File: config.mk
export PLATFORM = sky130hd
export DESIGN_NAME = dmem_wait
export DESIGN_NICKNAME = d
export VERILOG_FILES = /design/src/rtl/dmem_wait.sv
export SDC_FILE = /design/constraint.sdc
export NUM_CORES = 1
export LEC_CHECK = 0
export ABC_AREA = 0
export CAP_MARGIN = 20
export CORE_UTILIZATION = 45
export CTS_CLUSTER_DIAMETER = 60
export CTS_CLUSTER_SIZE = 12
export DETAILED_ROUTE_END_ITERATION = 8
export PLACE_DENSITY = 0.69
export SKIP_CTS_REPAIR_TIMING = 1
export SYNTH_ARGS = -nofsm -noshare
export SYNTH_HDL_FRONTEND = slang
export SYNTH_SLANG_ARGS = --single-unit
File: constraint.sdc
create_clock -name clk -period 6.6 [get_ports clk]
set_clock_uncertainty 0.15 [all_clocks]
set_input_delay 0.66 -clock clk [delete_from_list [all_inputs] [get_ports clk]]
set_output_delay 0.66 -clock clk [all_outputs]
set_load 0.05 [all_outputs]
File: src/rtl/dmem_wait.sv
// Data memory with configurable wait states and a registered valid handshake.
// Out-of-range or misaligned accesses complete with op_data_err set.
module dmem_wait #(
  parameter int SIZE_IN_BYTES = 8,
  parameter int LATENCY       = 2
) (
  input  logic        clk,
  input  logic        reset,
  input  logic [31:0] ip_data_addr,
  input  logic        ip_data_wr,
  input  logic [3:0]  ip_data_mask,
  input  logic [31:0] ip_data_from_proc,
  input  logic        ip_data_rd,
  output logic        op_data_valid,
  output logic [31:0] op_data_from_dmem,
  output logic        op_data_busy,
  output logic        op_data_err
);

  localparam int DEPTH = SIZE_IN_BYTES / 4;
  localparam int AW    = (DEPTH > 1) ? $clog2(DEPTH) : 1;

  typedef enum logic [1:0] {
    IDLE,
    WAIT,
    RESP
  } state_e;

  logic [31:0] mem [DEPTH];

  state_e      state_q, state_d;
  logic [3:0]  cnt_q, cnt_d;
  logic [31:0] addr_q, addr_d;
  logic [3:0]  mask_q, mask_d;
  logic [31:0] wdata_q, wdata_d;
  logic        rd_q, rd_d;
  logic        wr_q, wr_d;
  logic        err_q, err_d;
  logic [31:0] rdata_q, rdata_d;

  logic          do_access;
  logic          acc_err;
  logic          mem_we;
  logic [AW-1:0] idx;

  always_comb begin
    state_d   = state_q;
    cnt_d     = cnt_q;
    addr_d    = addr_q;
    mask_d    = mask_q;
    wdata_d   = wdata_q;
    rd_d      = rd_q;
    wr_d      = wr_q;
    do_access = 1'b0;
    unique case (state_q)
      IDLE: begin
        if (ip_data_rd || ip_data_wr) begin
          addr_d  = ip_data_addr;
          mask_d  = ip_data_mask;
          wdata_d = ip_data_from_proc;
          rd_d    = ip_data_rd;
          wr_d    = ip_data_wr;
          cnt_d   = 4'(LATENCY);
          if (LATENCY == 0) begin
            do_access = 1'b1;
            state_d   = RESP;
          end else begin
            state_d = WAIT;
          end
        end
      end
      WAIT: begin
        cnt_d = cnt_q - 4'd1;
        if (cnt_q == 4'd1) begin
          do_access = 1'b1;
          state_d   = RESP;
        end
      end
      RESP: state_d = IDLE;
      default: state_d = IDLE;
    endcase
  end

  // The access always uses the *_d view so a zero-latency accept
  // sees the live inputs while a delayed one sees the captured copy.
  always_comb begin
    acc_err = (addr_d[1:0] != 2'b00) ||
              (addr_d >= 32'(SIZE_IN_BYTES));
    idx     = addr_d[AW+1:2];
    err_d   = err_q;
    rdata_d = rdata_q;
    mem_we  = 1'b0;
    if (do_access) begin
      err_d = acc_err;
      if (rd_d) rdata_d = acc_err ? 32'd0 : mem[idx];
      mem_we = wr_d && !acc_err;
    end
  end

  always_ff @(posedge clk or posedge reset) begin
    if (reset) begin
      state_q <= IDLE;
      cnt_q   <= 4'd0;
      addr_q  <= 32'd0;
      mask_q  <= 4'd0;
      wdata_q <= 32'd0;
      rd_q    <= 1'b0;
      wr_q    <= 1'b0;
      err_q   <= 1'b0;
      rdata_q <= 32'd0;
    end else begin
      state_q <= state_d;
      cnt_q   <= cnt_d;
      addr_q  <= addr_d;
      mask_q  <= mask_d;
      wdata_q <= wdata_d;
      rd_q    <= rd_d;
      wr_q    <= wr_d;
      err_q   <= err_d;
      rdata_q <= rdata_d;
    end
  end

  // Storage is deliberately left out of reset so preloaded contents survive.
  always_ff @(posedge clk) begin
    if (mem_we) begin
      for (int i = 0; i < 4; i++) begin
        if (mask_d[i]) mem[idx][8*i +: 8] <= wdata_d[8*i +: 8];
      end
    end
  end

  assign op_data_valid     = (state_q == RESP);
  assign op_data_busy      = (state_q != IDLE);
  assign op_data_err       = (state_q == RESP) && err_q;
  assign op_data_from_dmem = rdata_q;

endmodule

==> flow_metrics.tcl <==
set metrics [dict create \
    status "finished clean" \
    synth_cells 561 \
    grt_overflow 0 \
    vias 4357 \
    final_antenna_net_count 0 \
    routabilityCongestion 0.7850 \
    cp_max_fo 37 \
    irDropWorstVdd_mv 0.3314 \
    dieArea_sq_mm 0.01521 \
    clockBufferDepth 2 \
    die_y_um 123.3 \
    final_nets 742 \
    grt_pass1_wl_um 21070 \
    core_area_sq_mm 0.01410 \
    rsz0062_at_grt "no" \
    cp-start-kind "input port" \
    grt_max_degree 68 \
    postPlaceCellArea_sq_mm 0.007870 \
    synth-main-ff-cell "dfrtp_1" \
    drv_slew 0 \
    synth-edff-count 64 \
    first_global_vias 4306 \
    setup_viol 0 \
    synth-seq-cells 173 \
    vias_per_cell 5.060 \
    rows 43 \
    grt_antenna_before_repair 0 \
    area_growth_pct 28.63 \
    grt_usage_pct 18.91 \
    drt_iter0_markers 282 \
    root_buffer "clkbuf_16" \
    wirelength_um 13070 \
    num_io_pins 107 \
    cts_buffers 17 \
    p_per_area_mw_per_mm2 496.8 \
    cp-end-kind "flip-flop" \
    cts.clk_slew.worst_paths_ns 0.06 \
    p_int_uw 2690 \
    wire_per_inst_um 15.18 \
    ys.warnings.count 0 \
    syn-mean-instance-area_sq_um 11.81 \
    tightestPinTransition_ns 1.006 \
    hold_viol_final 0 \
    fillers 1125 \
    async_flop_share_pct 63.01 \
    ys_seq_area_share_pct 70.17 \
    syn_nets 635 \
    synth_area_sq_mm 0.006626 \
    cap_violations 0 \
    tns_ns 0 \
    switching_share_pct 36.47 \
    power_frac_comb_pct 34.7 \
    clock-sinks 173 \
    portBuffers 106 \
    layout-drive-gt1-share_pct 7.930 \
    power.leakage_uw 0.003711 \
    drc 0 \
    hpwl_um 8794 \
    mostFrequentLayoutCell "nand2_1" \
    initial_core_util_pct 47.01 \
    tritoncts "built" \
    slew_headroom_pct 32.36 \
    post-route-cell-area_sq_mm 0.008523 \
    period_needed_ns 3.606 \
    arrival_ns 3.50 \
    holdCritPathClass "reg2reg" \
    insertion_delay_ns 0.42 \
    period_share_pct 54.64 \
    switchingPower_uw 1544 \
    power.clock.fraction_pct 25.7 \
    htree_levels 4 \
    dr.pass1.iters 5 \
    die_w_um 123.3 \
    postLayoutCoreUtil_pct 60.47 \
    critPathKind "in2reg" \
    worst-endpoint-required_ns 6.49 \
    synth.distinct_cells 33 \
    fmax_mhz 277.3 \
    layout_common_cells "nand2_1 (232), dfrtp_1 (109), clkdlybuf4s50_1 (106)" \
    antenna_cells 0 \
    pwr-share-seq_pct 39.5 \
]
## metal layers
metal	track usage, %	vias to the layer above	share of wire [%]
met3	4.290	21	5.2
met2	29.68	137	48
met5	0	-	0
met4	8.208	0	1.6
li1	-	2104	-
met1	25.33	2095	45
## critical path, stage by stage
cell             delay (ns)
clkdlybuf4s50_1        0.48
o21ai_4                0.75
mux2i_4                0.49
inv_6                  0.24
nor4_2                 0.86
## cells by family (layout without fill, tap and decap cells)
family,Yosys count,after routing,share of synthesized area [%]
AND/OR/NAND/NOR,273,273,17.37
flip-flops,173,173,70.17
AO/OA/AOI/OAI,41,41,3.474
multiplexers,37,37,5.778
buffers and inverters,34,154,2.700
adder cells (fa/ha/maj),2,2,0.3776
XOR/XNOR,1,1,0.1322
## through the flow
| step | cells | hold WS, ns | power [uW] | setup slack, ns |
|---|---|---|---|---|
| after floorplan | 561 | 0.2943 | 2717 | 2.916 |
| after global placement | 828 | 0.3102 | 3118 | 2.568 |
| after detailed placement | 829 | 0.3139 | 3173 | 2.534 |
| after CTS | 861 | 0.3297 | 4269 | 2.969 |
| after global routing | 861 | 0.3509 | 4473 | 2.721 |
| final | 861 | 0.3248 | 4234 | 2.994 |
## cell type report
cell class,instances,area (sq um),share of cell area (%)
clock inverter,14,214.0,2.510
timing repair buffer,112,1114,13.07
inverter,10,45.04,0.5285
sequential,173,4649,54.55
tap,180,225.2,2.642
clock buffer,18,439.2,5.153
multi-input combinational,354,1837,21.55
## flip-flops by register name, indices dropped and copies added (netlist names)
signal	cells
state_q	2
mask_q	4
wr_q	1
addr_q	32
err_q	1
op_data_from_dmem	32
mem	64
cnt_q	4
wdata_q	32
rd_q	1
## synth_stat cells, types with 2 or more instances
cell / n / share of area [%]
o21ai_0: 7 / 0.53
mux2i_1: 36 / 5.4
edfxtp_1: 64 / 29
inv_1: 9 / 0.51
nand3_1: 2 / 0.15
ha_1: 2 / 0.38
nor2b_1: 2 / 0.19
nor3_1: 2 / 0.15
nor2_1: 4 / 0.23
nand2_1: 232 / 13
nor4_2: 2 / 0.38
dfrtp_1: 109 / 41
nand4_1: 2 / 0.19
clkbuf_1: 13 / 0.74
buf_6: 6 / 1.0
o21ai_1: 30 / 2.3
buf_1: 4 / 0.23
nor4_1: 20 / 1.9
## path summary, 6_finish.rpt
path	from	endpoint	slack [ns]	cells past startpoint
worst max-delay path	ip_data_wr	mem[0][5]	2.99	5
worst min-delay path	addr_q[25]	addr_q[25]	0.32	2
worst max register to register	state_q[0]	mem[1][2]	3.24	5
worst min register to register	addr_q[25]	addr_q[25]	0.32	2
max in group asynchronous	reset	op_data_from_dmem[28]	4.58	3
min in group asynchronous	reset	wdata_q[3]	0.55	2
## power by group through the flow
stage / Combinational [uW] / Sequential [uW] / Clock, uW
after floorplan: 716 / 2000 / 0
after global placement: 1440 / 1680 / 0
after detailed placement: 1480 / 1700 / 0
after CTS: 1490 / 1680 / 1100
after global routing: 1620 / 1710 / 1140
final: 1470 / 1670 / 1090
Note: power is estimated with default switching activity, not from simulation.
